### src/rtl/add_scheduler_pkg.sv
// Shared constants and FSM state encoding for the time-multiplexed adder scheduler.
package add_sched_pkg;

  localparam int SLICE_W = 8;

  typedef enum logic [1:0] {
    ST_IDLE = 2'd0,
    ST_ADD  = 2'd1,
    ST_RESP = 2'd2
  } state_e;

endpackage

### src/rtl/add_scheduler_if.sv
// Operand and result handshake bundle between two requesters, one consumer and the scheduler.
interface add_scheduler_if #(parameter int W = 16);

  logic         req0_valid;
  logic [W-1:0] req0_a;
  logic [W-1:0] req0_b;
  logic         req0_ready;

  logic         req1_valid;
  logic [W-1:0] req1_a;
  logic [W-1:0] req1_b;
  logic         req1_ready;

  logic         rsp_valid;
  logic         rsp_ready;
  logic [W-1:0] rsp_sum;
  logic         rsp_carry;
  logic         rsp_id;

  modport slave (
    input  req0_valid, req0_a, req0_b,
    output req0_ready,
    input  req1_valid, req1_a, req1_b,
    output req1_ready,
    output rsp_valid, rsp_sum, rsp_carry, rsp_id,
    input  rsp_ready
  );

  modport master (
    output req0_valid, req0_a, req0_b,
    input  req0_ready,
    output req1_valid, req1_a, req1_b,
    input  req1_ready,
    input  rsp_valid, rsp_sum, rsp_carry, rsp_id,
    output rsp_ready
  );

endinterface

### src/rtl/add_scheduler_slice.sv
// Single 8-bit ripple-carry adder slice shared by every pass of the scheduler.
module adder_slice8
  import add_sched_pkg::*;
(
  input  logic [SLICE_W-1:0] a,
  input  logic [SLICE_W-1:0] b,
  input  logic               carry_in,
  output logic [SLICE_W-1:0] sum,
  output logic               carry_out
);

  logic [SLICE_W:0] c;

  assign c[0] = carry_in;

  for (genvar i = 0; i < SLICE_W; i++) begin : g_fa
    assign sum[i]   = a[i] ^ b[i] ^ c[i];
    assign c[i+1]   = (a[i] & b[i]) | (c[i] & (a[i] ^ b[i]));
  end

  assign carry_out = c[SLICE_W];

endmodule

### src/rtl/add_scheduler.sv
// Two-requester adder scheduler: round-robin grant, then N_SLICES passes through one
// 8-bit slice adder, then hold the result until the consumer takes it.
module add_scheduler
  import add_sched_pkg::*;
#(
  parameter int N_SLICES = 2
) (
  input  logic           clk,
  input  logic           rst,
  add_scheduler_if.slave bus
);

  localparam int W      = SLICE_W * N_SLICES;
  localparam int SIDX_W = (N_SLICES > 1) ? $clog2(N_SLICES) : 1;
  localparam logic [SIDX_W-1:0] SLICE_LAST = SIDX_W'(N_SLICES - 1);

  state_e              state_q, state_d;
  logic [W-1:0]        a_q, a_d;
  logic [W-1:0]        b_q, b_d;
  logic [W-1:0]        sum_q, sum_d;
  logic                carry_q, carry_d;
  logic [SIDX_W-1:0]   slice_q, slice_d;
  logic                id_q, id_d;
  logic                last_q, last_d;
  logic                rsp_valid_q, rsp_valid_d;

  logic                any_valid_s;
  logic                grant_id_s;
  logic                ready0_s;
  logic                ready1_s;
  logic [SLICE_W-1:0]  slice_sum_s;
  logic                slice_cout_s;

  // Operands shift right one slice per pass, so the active slice is always the low byte.
  adder_slice8 u_slice (
    .a         (a_q[SLICE_W-1:0]),
    .b         (b_q[SLICE_W-1:0]),
    .carry_in  (carry_q),
    .sum       (slice_sum_s),
    .carry_out (slice_cout_s)
  );

  // Round-robin grant: last_q remembers the previous winner; it resets to 1 so req0 wins first.
  always_comb begin
    any_valid_s = bus.req0_valid | bus.req1_valid;
    if (bus.req0_valid && bus.req1_valid) begin
      grant_id_s = ~last_q;
    end else if (bus.req1_valid) begin
      grant_id_s = 1'b1;
    end else begin
      grant_id_s = 1'b0;
    end
  end

  always_comb begin
    state_d  = state_q;
    a_d      = a_q;
    b_d      = b_q;
    sum_d    = sum_q;
    carry_d  = carry_q;
    slice_d  = slice_q;
    id_d     = id_q;
    last_d   = last_q;
    ready0_s = 1'b0;
    ready1_s = 1'b0;
    case (state_q)
      ST_IDLE: begin
        ready0_s = any_valid_s & ~grant_id_s;
        ready1_s = any_valid_s &  grant_id_s;
        if (any_valid_s) begin
          a_d     = grant_id_s ? bus.req1_a : bus.req0_a;
          b_d     = grant_id_s ? bus.req1_b : bus.req0_b;
          carry_d = 1'b0;
          slice_d = '0;
          id_d    = grant_id_s;
          last_d  = grant_id_s;
          state_d = ST_ADD;
        end else begin
          state_d = ST_IDLE;
        end
      end
      ST_ADD: begin
        a_d   = a_q >> SLICE_W;
        b_d   = b_q >> SLICE_W;
        // Result slices enter at the top; after N_SLICES passes slice 0 has reached bit 0.
        sum_d = sum_q >> SLICE_W;
        sum_d[W-1 -: SLICE_W] = slice_sum_s;
        carry_d = slice_cout_s;
        if (slice_q == SLICE_LAST) begin
          slice_d = '0;
          state_d = ST_RESP;
        end else begin
          slice_d = slice_q + 1'b1;
          state_d = ST_ADD;
        end
      end
      ST_RESP: begin
        if (bus.rsp_ready) begin
          state_d = ST_IDLE;
        end else begin
          state_d = ST_RESP;
        end
      end
      default: begin
        state_d = ST_IDLE;
      end
    endcase
    rsp_valid_d = (state_d == ST_RESP);
  end

  // State and datapath registers; reset aborts any transaction in flight.
  always_ff @(posedge clk or posedge rst) begin
    if (rst) begin
      state_q     <= ST_IDLE;
      a_q         <= '0;
      b_q         <= '0;
      sum_q       <= '0;
      carry_q     <= 1'b0;
      slice_q     <= '0;
      id_q        <= 1'b0;
      last_q      <= 1'b1;
      rsp_valid_q <= 1'b0;
    end else begin
      state_q     <= state_d;
      a_q         <= a_d;
      b_q         <= b_d;
      sum_q       <= sum_d;
      carry_q     <= carry_d;
      slice_q     <= slice_d;
      id_q        <= id_d;
      last_q      <= last_d;
      rsp_valid_q <= rsp_valid_d;
    end
  end

  assign bus.req0_ready = ready0_s;
  assign bus.req1_ready = ready1_s;
  assign bus.rsp_valid  = rsp_valid_q;
  assign bus.rsp_sum    = sum_q;
  assign bus.rsp_carry  = carry_q;
  assign bus.rsp_id     = id_q;

endmodule

### src/flat_wrapper.sv
// flat-port wrapper written by rule: the top's interface ports become plain ports
module add_scheduler_flat import add_sched_pkg::*;
#(
  parameter int N_SLICES = 2
)
  (clk, rst, bus_req0_valid, bus_req0_a, bus_req0_b, bus_req0_ready, bus_req1_valid, bus_req1_a, bus_req1_b, bus_req1_ready, bus_rsp_valid, bus_rsp_sum, bus_rsp_carry, bus_rsp_id, bus_rsp_ready);
  add_scheduler_if bus_i ();
  input  logic clk;
  input  logic rst;
  input wire logic [$bits(bus_i.req0_valid)-1:0] bus_req0_valid;
  input wire logic [$bits(bus_i.req0_a)-1:0] bus_req0_a;
  input wire logic [$bits(bus_i.req0_b)-1:0] bus_req0_b;
  output wire logic [$bits(bus_i.req0_ready)-1:0] bus_req0_ready;
  input wire logic [$bits(bus_i.req1_valid)-1:0] bus_req1_valid;
  input wire logic [$bits(bus_i.req1_a)-1:0] bus_req1_a;
  input wire logic [$bits(bus_i.req1_b)-1:0] bus_req1_b;
  output wire logic [$bits(bus_i.req1_ready)-1:0] bus_req1_ready;
  output wire logic [$bits(bus_i.rsp_valid)-1:0] bus_rsp_valid;
  output wire logic [$bits(bus_i.rsp_sum)-1:0] bus_rsp_sum;
  output wire logic [$bits(bus_i.rsp_carry)-1:0] bus_rsp_carry;
  output wire logic [$bits(bus_i.rsp_id)-1:0] bus_rsp_id;
  input wire logic [$bits(bus_i.rsp_ready)-1:0] bus_rsp_ready;
  assign bus_i.req0_valid = bus_req0_valid;
  assign bus_i.req0_a = bus_req0_a;
  assign bus_i.req0_b = bus_req0_b;
  assign bus_req0_ready = bus_i.req0_ready;
  assign bus_i.req1_valid = bus_req1_valid;
  assign bus_i.req1_a = bus_req1_a;
  assign bus_i.req1_b = bus_req1_b;
  assign bus_req1_ready = bus_i.req1_ready;
  assign bus_rsp_valid = bus_i.rsp_valid;
  assign bus_rsp_sum = bus_i.rsp_sum;
  assign bus_rsp_carry = bus_i.rsp_carry;
  assign bus_rsp_id = bus_i.rsp_id;
  assign bus_i.rsp_ready = bus_rsp_ready;
  add_scheduler #(.N_SLICES(N_SLICES)) u_core (.clk(clk), .rst(rst), .bus(bus_i));
endmodule
### config.mk
export PLATFORM = sky130hd
export DESIGN_NAME = add_scheduler_flat
export DESIGN_NICKNAME = d
export VERILOG_FILES = /design/src/rtl/add_scheduler_pkg.sv /design/src/rtl/add_scheduler_if.sv /design/src/rtl/add_scheduler_slice.sv /design/src/rtl/add_scheduler.sv /design/src/flat_wrapper.sv
export SDC_FILE = /design/constraint.sdc
export NUM_CORES = 1
export LEC_CHECK = 0
export CAP_MARGIN = 20
export CORE_MARGIN = 2
export CORE_UTILIZATION = 56
export DETAILED_ROUTE_END_ITERATION = 7
export DONT_BUFFER_PORTS = 1
export GPL_TIMING_DRIVEN = 0
export PLACE_DENSITY = 0.73
export SLEW_MARGIN = 20
export SYNTH_ARGS = -nofsm -noshare
export SYNTH_HDL_FRONTEND = slang
export SYNTH_HIERARCHICAL = 1
export SYNTH_SLANG_ARGS = --single-unit
### constraint.sdc
create_clock -name clk -period 3.5 [get_ports clk]
set_input_delay 0.525 -clock clk [delete_from_list [all_inputs] [get_ports clk]]
set_output_delay 0.525 -clock clk [all_outputs]
set_load 0.05 [all_outputs]
# Word-level counts from Yosys, hierarchy flattened
# Index checks and enable logic that the tools add are counted.
totals:
  latch_bits: 0
  n_memories: 0
  rom_bits: 0
  wordCells: 82
  ram_bits: 0
  input_bits: 69
  reg_bits: 55
op_classes:
  eq_ne: 4
  n_lt_le_gt_ge: 0
  mul: 0
  bitwise: 45
  n_mux: 18
  reduce_logical: 5
  n_addsub: 1
  shifts: 0
  n_div: 0
op_table:
  columns: ["operator", "count"]
  rows:
  - ["$mux 16", 4]
  - ["$pmux 16 s2", 2]
  - ["$and 1x1->1", 18]
  - ["$xor 1x1->1", 16]
  - ["$or 1x1->1", 9]
  - ["$mux 1", 7]
  - ["$pmux 2 s3", 1]
  - ["$eq 2x2->1 const B", 2]
  - ["$mux 2", 2]
  - ["$pmux 1 s2", 2]
  - ["$reduce_and 2->1", 2]
  - ["$eq 2x1->1 const B", 1]
  - ["$logic_not 2->1", 1]
  - ["$ne 2x1->1 const B", 1]
  - ["$not 1->1", 2]
  - ["$reduce_bool 2->1", 1]
  - ["$add 1x1->1 const B", 1]
  - ["$logic_and 1x1->1", 1]

# Depth between registers and ports, before layout
# Gate-level depths: netlist (run 1).
logic_depth:
  depth_word: 18
  mapped_depth: 14
  mapped_depth_nobuf: 14

# By module
# The synthesis (run 1) kept the hierarchy.
modules_own_cells:
  columns: ["module", "area_each_um2", "cells_each", "n_inst", "seq_area_each_um2"]
  rows:
  - ["add_scheduler", 2466.1, 237, 1, 1377.6]
  - ["adder_slice8", 197.7, 18, 1, 0.0]

# Least setup slack after synthesis (run 1)
# OpenSTA, ideal clock, no wires.
synth_path:
  kind: "register to register"
  from: "register u_core.carry_q (netlist: u_core/bus.rsp_carry)"
  to: "register u_core.sum_q[15] (netlist: u_core/bus.rsp_sum[15])"
  path_stages_with_launch: 15
  t_arrival_ps: 3710
  setup_time_ps: 66
  path_slack_ps: -277
  period_less_slack_ps: 3777
  required_time_ps: 3434
  path_cell_list: "dfrtp_1 -> fa_1 -> inv_1 -> fa_1 -> inv_1 -> fa_1 -> fa_1 -> fa_1 -> fa_1 -> fa_1 -> inv_1 -> fa_1 -> inv_1 -> nand2_1 -> nand2_1"
synth_between:
  elab_chain_len: 15
synth_lines:
  columns: ["item", "line", "rtl"]
  rows:
  - ["from (decl)", "add_scheduler.sv:21", "logic carry_q, carry_d;"]
  - ["from (signal assigned)", "add_scheduler.sv:128", "carry_q <= carry_d;"]
  - ["$and 1x1->1", "add_scheduler_slice.sv:18", "assign c[i+1] = (a[i] & b[i]) | (c[i] & (a[i] ^ b[i]));"]
  - ["$or 1x1->1", "add_scheduler_slice.sv:18", null]
  - ["$and 1x1->1", "add_scheduler_slice.sv:18", null]
  - ["$or 1x1->1", "add_scheduler_slice.sv:18", null]
  - ["$and 1x1->1", "add_scheduler_slice.sv:18", null]
  - ["$or 1x1->1", "add_scheduler_slice.sv:18", null]
  - ["$and 1x1->1", "add_scheduler_slice.sv:18", null]
  - ["$or 1x1->1", "add_scheduler_slice.sv:18", null]
  - ["$and 1x1->1", "add_scheduler_slice.sv:18", null]
  - ["$or 1x1->1", "add_scheduler_slice.sv:18", null]
  - ["$and 1x1->1", "add_scheduler_slice.sv:18", null]
  - ["$or 1x1->1", "add_scheduler_slice.sv:18", null]
  - ["$and 1x1->1", "add_scheduler_slice.sv:18", null]
  - ["$or 1x1->1", "add_scheduler_slice.sv:18", null]
  - ["$xor 1x1->1", "add_scheduler_slice.sv:17", "assign sum[i] = a[i] ^ b[i] ^ c[i];"]
  - ["named net u_core.slice_sum_s[7]", "add_scheduler.sv:31", "logic [SLICE_W-1:0] slice_sum_s;"]
  - ["to (signal assigned)", "add_scheduler.sv:127", "sum_q <= sum_d;"]
  - ["to (decl)", "add_scheduler.sv:20", "logic [W-1:0] sum_q, sum_d;"]
# The timed path passes the listed nets, and every way through them passes these cells.
# A chain may end at the register's enable or synchronous reset.

# Worst setup path in the final report (run 1)
# Same ends and word-level chain as after synthesis.

==> results.txt, run 1 <==
- Setup violations remaining at the end of the flow were counted as 2.
- The number of pins exceeding their max-slew limit in the final report is 0.
* Final setup margin: -0.196 ns
- Area enclosed by the die boundary: 5320 um2
- IO buf count: 0
- Counting the fill cells in the layout gives 383.
* Cells traversed along the worst timing path: fa_2, inv_2, fa_1, inv_2, fa_2, fa_2, fa_2, fa_2, fa_2, inv_2, fa_2, inv_1, nand2_1, nand2_1
- Number of hold-repair buffers added at the cts stage: 0
* Worst-Margin Slew: 0.691 ns
- The first TritonRoute pass finished after 4 iterations.
* Clock Path Buffers: 2
- Entering global routing, the biggest net connects 56 pins.
* Area of the mapped netlist: roughly 2700 um2
* Critical path's slowest cell: sky130_fd_sc_hd__dfrtp_2
- In this design, the stage delay of the slowest critical-path cell is 0.54 ns.
- Prior to clock tree synthesis, the placed netlist has a worst setup slack of -0.227 ns.
- After layout, the design draws a total of 2.98 mW.
- The first global-routing pass estimated about 9000 um of wire.
* Highest net fanout along the worst path: 3
- Effective utilization at floorplan: 57.2%
- After synthesis, the mean cell area works out to about 10 um2.
- Across the run, the number of max-cap violations was 0.
- Number of levels the H-tree was split into: 2
- Number of DRC violations after detailed routing: 0
- Synthesized flop and latch total: 55
* Via count of the routed design: around 1,900
- For this design the ratio of total power to cell area is 1040 nW/um2.
- Crit start category: flop
* Highest ir drop seen on vdd: ~0.00045 V
- The core region is 4660 um2.
* End-of-flow core utilization: 61.2%
- Placed instance area: between 2000 and 3000 um2
- Sequential element share of the synthesized area: a little over 50%
- Capturing point of the worst reg2reg path: u_core/bus.rsp_sum[15]
- For this run, the top clock speed supported by timing is 271 MHz.
- The worst setup path is of the flop to flop kind.
* Die Wd: around 73 um
- Area growth syn-to-layout: 7.09%
- The number of nets in the synthesized netlist is about 330.
* Length in cells of the worst reg-to-reg path: 14
- Clock skew after layout: 0.00375 ns
- Post-DR vias/cell: 5.84
- 90 I/O pins were placed.
* Unrepaired setup endpoints after global routing: true
* Number of antenna violations at the first check in global routing: 0
* Placer's final routability congestion estimate: about 0.78
* Setup TNS: -0.251 ns
* Global-route congestion overflow total: 0
* Arrival time of the worst setup path: 3.95 ns
- Worst setup slack for register-to-register paths: -0.20 ns
* Endpoint type of the worst setup path: flop
- By instance count, the cell type seen most on the critical path is sky130_fd_sc_hd__fa_2.
- Most common library cell in the layout ignoring fill and taps: sky130_fd_sc_hd__nand2_1
* Synthesized instance count: about 260
* Ratio of cells with drive above 1 in the final layout: between 10% and 20%
* Vias in the first global route: 1,807
* Cell types with the largest area share after synthesis: sky130_fd_sc_hd__dfrtp_1, sky130_fd_sc_hd__nand2_1, sky130_fd_sc_hd__a221o_1, sky130_fd_sc_hd__fa_1, sky130_fd_sc_hd__mux2i_1
* Count of flip-flops with a built-in enable after synthesis: 0
- Cell type with the largest total area after synthesis: sky130_fd_sc_hd__dfrtp_1
- Clock tree synthesis found a total of 55 sinks.
- In this run, distinct cell masters in the synthesized netlist total 26.
* Clock root cell: sky130_fd_sc_hd__clkbuf_8
- Dividing the detail-routed wire length by the instance count gives 17.4 um.
- YS warnings: 6
- The routed design could run at a clock period as short as 3.70 ns.
* TritonCTS clock tree: yes
* Worst hold path type: input pin to asynchronous set/reset pin
- Total length of routed wires: 5520 um
- The finished cells cover 2850 um2.
- In this run the critical register-to-register path is launched from u_core/bus.rsp_carry.
* Ant diodes: 0
* Number of setup buffers added after CTS: 0
- Clock-pin slew was measured on the worst setup and hold paths at 0.09 ns.
* Residual antenna-violating net count after detailed routing: 0
- Global routing used 22.7% of the available tracks.
- Failing checks: negative setup slack
* Hold violation total from the final report: 0
* Detailed router's first-iteration violation count: 89
- Final Cycle Share: 106%
* Clock latency of the later-clocked register in the worst-skew pair: approximately 0.31 ns
* Net count, final: 339
* Outcome: finished with violations
- In this run the tightest slew margin relative to its limit is 53.7%.
- The floorplan has 25 rows.
- The library cells used most frequently in the layout, excluding fill and tap cells, are sky130_fd_sc_hd__nand2_1, sky130_fd_sc_hd__dfrtp_1, sky130_fd_sc_hd__o21ai_0.
- HPWL after detailed placement: 4110 um
- The floorplan step set the die height to 73.0 um.
- Required time of the critical path: 3.76 ns
- Clock buffer count from CTS: 5
* Most used flip-flop cell after synthesis: sky130_fd_sc_hd__dfrtp_1
- Leakage dissipation: 1.38 nW
- In this run the biggest area consumer among cell types represents 50.7% of the synthesized area.
* Synth async-reset ratio: 100%
## how the worst max path moves through the flow
| stage | startpoint | end | slack (ns) | cells past startpoint |
|---|---|---|---|---|
| 6_report | u_core/bus.rsp_carry | u_core/bus.rsp_sum[15] | -0.20 | 14 |
| 5_1_grt | u_core/bus.rsp_carry | u_core/bus.rsp_sum[15] | -0.30 | 14 |
| 4_1_cts | u_core/bus.rsp_carry | u_core/bus.rsp_sum[15] | -0.21 | 14 |
| 3_5_place_dp | u_core/bus.rsp_carry | u_core/bus.rsp_sum[15] | -0.23 | 14 |
| 3_3_place_gp | u_core/bus.rsp_carry | u_core/bus.rsp_sum[15] | -0.17 | 14 |
| 2_1_floorplan | u_core/bus.rsp_carry | u_core/bus.rsp_sum[15] | -0.03 | 14 |
## worst max-delay path, delay by kind of cell (launching register included)
| kind | cells | cell delay (ns) |
|---|---|---|
| buffers and inverters | 4 | 0.24 |
| AND/OR/NAND/NOR | 2 | 0.11 |
| adder cells (fa/ha/maj) | 8 | 2.75 |
| flip-flops | 1 | 0.54 |
## state kept, by name, indices dropped and copies added (netlist names)
signal and flops:
u_core/a_q 16, u_core/b_q 16, u_core/bus.rsp_carry 1, u_core/bus.rsp_id 1
u_core/bus.rsp_sum 16, u_core/bus.rsp_valid 1, u_core/last_q 1, u_core/slice_q 1
u_core/state_q 2
## what timing repair did
action / CTS / global route
setup endpoints to repair: 2 / 2
pin swaps: 4 / 3
resized for setup: 3 / 2
## metal layers
layer	GRT usage, %	vias up	wire length [um]
met3	6.22	4	337
met5	0	-	0
met1	30.7	878	2520
met4	6.79	0	36
met2	36.3	68	2630
li1	-	902	-
## cell type report
class / count / area, um2 / area share, %
inverters: 11 / 43.8 / 1.54
flip-flops and latches: 55 / 1380 / 48.3
plain buffers: 18 / 92.6 / 3.25
clock buffers: 8 / 100 / 3.51
well taps: 54 / 67.6 / 2.37
multi-input cells: 171 / 1170 / 41.0
## per-stage QoR
step           hold WS [ns]  std cells
3_5_place_dp          0.493        309
2_1_floorplan         0.467        255
3_3_place_gp          0.486        309
5_1_grt               0.226        317
6_report              0.180        317
4_1_cts               0.204        317
## logic make-up after synthesis
family | count (synthesis) | synth area share (%)
AO/OA/AOI/OAI | 58 | 16.3
flip-flops | 55 | 51.7
adder cells (fa/ha/maj) | 8 | 6.01
multiplexers | 16 | 6.01
AND/OR/NAND/NOR | 89 | 15.0
buffers and inverters | 29 | 5.03
## synthesized netlist by cell type (2+ instances only)
cell and instances:
sky130_fd_sc_hd__nand2_1 64, sky130_fd_sc_hd__and3_1 17, sky130_fd_sc_hd__fa_1 8, sky130_fd_sc_hd__o211ai_1 16, sky130_fd_sc_hd__dfrtp_1 54, sky130_fd_sc_hd__o21ai_0 19, sky130_fd_sc_hd__a21o_1 2, sky130_fd_sc_hd__buf_6 2
sky130_fd_sc_hd__a221o_1 16, sky130_fd_sc_hd__mux2i_1 16, sky130_fd_sc_hd__a22o_1 3, sky130_fd_sc_hd__inv_1 11, sky130_fd_sc_hd__clkbuf_1 10, sky130_fd_sc_hd__buf_2 5
## power breakdown
group          leakage, nW  internal [mW]  switching [mW]  total [mW]
combinational        0.633          0.451           0.636        1.09
sequential           0.700          0.931           0.581        1.51
clock               0.0515          0.181           0.200       0.381
total                 1.38           1.56            1.42        2.98
Note: power is estimated with default switching activity, not from simulation.
==> run 2, diff against run 1 <==
Clock period 3.5 ns to 3.06 ns, I/O delays scaled along.
==> results.txt, run 2 (synthesis gave the netlist of run 1 again) <==
* Outcome: finished with violations (unchanged)
* Failing checks: negative setup slack (unchanged)
* Maximum frequency from static timing analysis: 276 MHz (was 271 MHz)
- R2R Path Start: u_core/bus.rsp_carry (unchanged)
- Core area: 4660 um2 (unchanged)
* Count of TritonRoute iterations in the first routing pass: 4 (unchanged)
- Total length of routed wires: 5440 um (was 5520 um)
- Crit start category: flop (unchanged)
- Final setup fails: 3 (was 2)
- Final Cycle Share: 118% (was 106%)
- Most common library cell in the layout ignoring fill and taps: sky130_fd_sc_hd__nand2_1 (unchanged)
- The clock tree from TritonCTS was yes (unchanged).
- The number of core rows was 25 (unchanged).
* Vias in the first global route: 1,918 (was 1,807)
- Number of hold-repair buffers added at the cts stage: 0 (unchanged)
- The H-tree depth reported by CTS is 2 (unchanged).
- IO buf count: 0 (unchanged)
* Die Wd: 73.0 um (unchanged)
- Highest ir drop seen on vdd: 0.000591 V (was 0.000450 V)
- The time the worst path needs with I/O delays and setup came to 3.62 ns (was 3.70 ns).
* Cell repeated most along the worst path: sky130_fd_sc_hd__fa_2 (unchanged)
* Worst setup slack for register-to-register paths: -0.56 ns (was -0.20 ns)
- Clock skew after layout: 0.00821 ns (was 0.00375 ns)
- Number of antenna violations at the first check in global routing: 0 (unchanged)
- Clock slew at the register clock pins of the worst setup and hold paths: 0.09 ns (about the same)
- Top library cells by usage in the layout, fill and taps aside: sky130_fd_sc_hd__nand2_1, sky130_fd_sc_hd__dfrtp_1, sky130_fd_sc_hd__o21ai_0 (unchanged)
- Worst hold path type: input pin to asynchronous set/reset pin (unchanged)
- The area growth from synthesis to layout was 6.25% (was 7.09%).
* Clock Path Buffers: 2 (unchanged)
- The worst-case reg-to-reg path depth came to 14 (unchanged).
* Global-route congestion overflow total: 0 (unchanged)
- Clock latency of the later-clocked register in the worst-skew pair: 0.30 ns (was 0.31 ns)
- The starting density of the core was 57.2% (unchanged).
- Cells traversed along the worst timing path: fa_2, inv_2, fa_1, inv_1, fa_2, fa_2, fa_2, fa_2, fa_2, inv_2, fa_1, inv_1, nand2_1, nand2_1 (was fa_2, inv_2, fa_1, inv_2, fa_2, fa_2, fa_2, fa_2, fa_2, inv_2, fa_2, inv_1, nand2_1, nand2_1)
- Number of fillers in the final layout: 407 (was 383)
* HPWL after detailed placement: 4150 um (was 4110 um)
- Capturing point of the worst reg2reg path: u_core/bus.rsp_sum[15] (unchanged)
- Worst-Margin Slew: 0.664 ns (was 0.691 ns)
* Number of setup buffers added after CTS: 0 (unchanged)
* Ant diodes: 0 (unchanged)
- Total design power: 3.34 mW (was 2.98 mW)
- Detailed router's first-iteration violation count: 100 (was 89)
- Critical path's slowest cell: sky130_fd_sc_hd__dfrtp_2 (unchanged)
- The static leakage came to 1.38 nW (about the same).
* Post-DR vias/cell: 5.99 (was 5.84)
* Area enclosed by the die boundary: 5320 um2 (unchanged)
* P per Cell Area: 1180 nW/um2 (was 1040 nW/um2)
- The final-stage net count was 339 (unchanged).
- The number of buffers created by CTS came to 5 (unchanged).
- Number of DRC violations after detailed routing: 0 (unchanged)
- Critical path type: flop to flop (unchanged)
- Required time of the critical path: 3.31 ns (was 3.76 ns)
- The wire length per cell is 17.2 um (was 17.4 um).
- Via count of the routed design: 1,898 (was 1,852)
- Multi-input logic area: 1170 um2 (about the same)
- The worst hold slack is 0.122 ns (was 0.180 ns).
* Placer's final routability congestion estimate: 0.795 (was 0.779)
* Highest net fanout along the worst path: 3 (unchanged)
- Count of maximum capacitance violations: 0 (unchanged)
- The cell chosen for the clock root was sky130_fd_sc_hd__clkbuf_8 (unchanged).
- The area taken by flip-flops and latches was 1380 um2 (unchanged).
* Clock net sink count: 55 (unchanged)
- The data arrival time of the worst path came to 3.87 ns (was 3.95 ns).
- The category of the worst setup path capture point was a flop (unchanged).
* Slew Limit Fails: 0 (unchanged)
- Unrepaired setup endpoints after global routing: true (unchanged).
- Global-route total usage across every layer: 21.9% (was 22.7%)
- The hold violation total from the final report is 0 (unchanged).
- # IOs: 90 (unchanged)
- The number of antenna-violating nets in the routed design came to 0 (unchanged).
- The worst setup slack after layout came to -0.562 ns (was -0.196 ns).
* Vertical die dimension: 73.0 um (unchanged)
- Global-route wire length before repair: 8910 um (was 9050 um)
* Worst relative slew slack: 55.4% (was 53.7%)
- Ratio of cells with drive above 1 in the final layout: 10.3% (was 11.8%)
- Largest net degree at the start of global routing: 56 (unchanged)
- The peak per-stage delay on the critical path is 0.54 ns (about the same).
## run 2: report_power, final
part	internal, mW	leakage [nW]	switching (mW)	total [mW]
clock	0.163	0.0395	0.218	0.381
sequential	1.07	0.700	0.667	1.73
combinational	0.510	0.635	0.713	1.22
## run 2: per-layer routing
layer  track usage (%)  wire [um]  vias to the layer above
li1                  -          -                      895
met1              30.0       2380                      928
met2              35.8       2670                       69
met3              4.97        340                        6
met4              5.14         49                        0
met5                 0          0                        -
## run 2: how the worst max path moves through the flow
| stage | endpoint | start | slack, ns | depth (start not counted) |
|---|---|---|---|---|
| 6_report | u_core/bus.rsp_sum[15] | u_core/bus.rsp_carry | -0.56 | 14 |
| 5_1_grt | u_core/bus.rsp_sum[15] | u_core/bus.rsp_carry | -0.72 | 14 |
| 2_1_floorplan | u_core/bus.rsp_sum[15] | u_core/bus.rsp_carry | -0.44 | 14 |
| 3_5_place_dp | u_core/bus.rsp_sum[15] | u_core/bus.rsp_carry | -0.57 | 14 |
| 4_1_cts | u_core/bus.rsp_sum[15] | u_core/bus.rsp_carry | -0.57 | 14 |
| 3_3_place_gp | u_core/bus.rsp_sum[15] | u_core/bus.rsp_carry | -0.54 | 14 |
## run 2: worst max-delay path: cells and delay by family, from the launching register on
family	cells	cell delay, ns
buffers and inverters	4	0.24
DFF	1	0.54
adders and majority gates	8	2.68
and+or+nand+nor	2	0.10
## run 2: layout make-up
type                    instances  area share [%]
multi-input cells             171            41.2
inverters                      11            1.55
plain buffers                  18            3.27
well taps                      54            2.39
flip-flops and latches         55            48.7
clock buffers                   8            2.83
## run 2: repair_timing
| item | CTS | global route |
|---|---|---|
| setup endpoints to repair | 3 | 4 |
| endpoints found under the hold margin | 0 | 0 |
| pin swaps | 1 | 3 |
| cloned | 0 | 0 |
| gates resized for setup | 0 | 0 |
## run 2: through the flow
stage          util [%]  area [um2]  setup TNS, ns  worst slack [ns]  std cells
2_1_floorplan         -        2680         -0.883            -0.440        255
3_3_place_gp       59.0        2750          -1.15            -0.542        309
3_5_place_dp       59.0        2750          -1.26            -0.571        309
4_1_cts            60.7        2830          -1.25            -0.572        317
5_1_grt            60.7        2830          -1.56            -0.716        317
6_report           60.7        2830          -1.23            -0.562        317
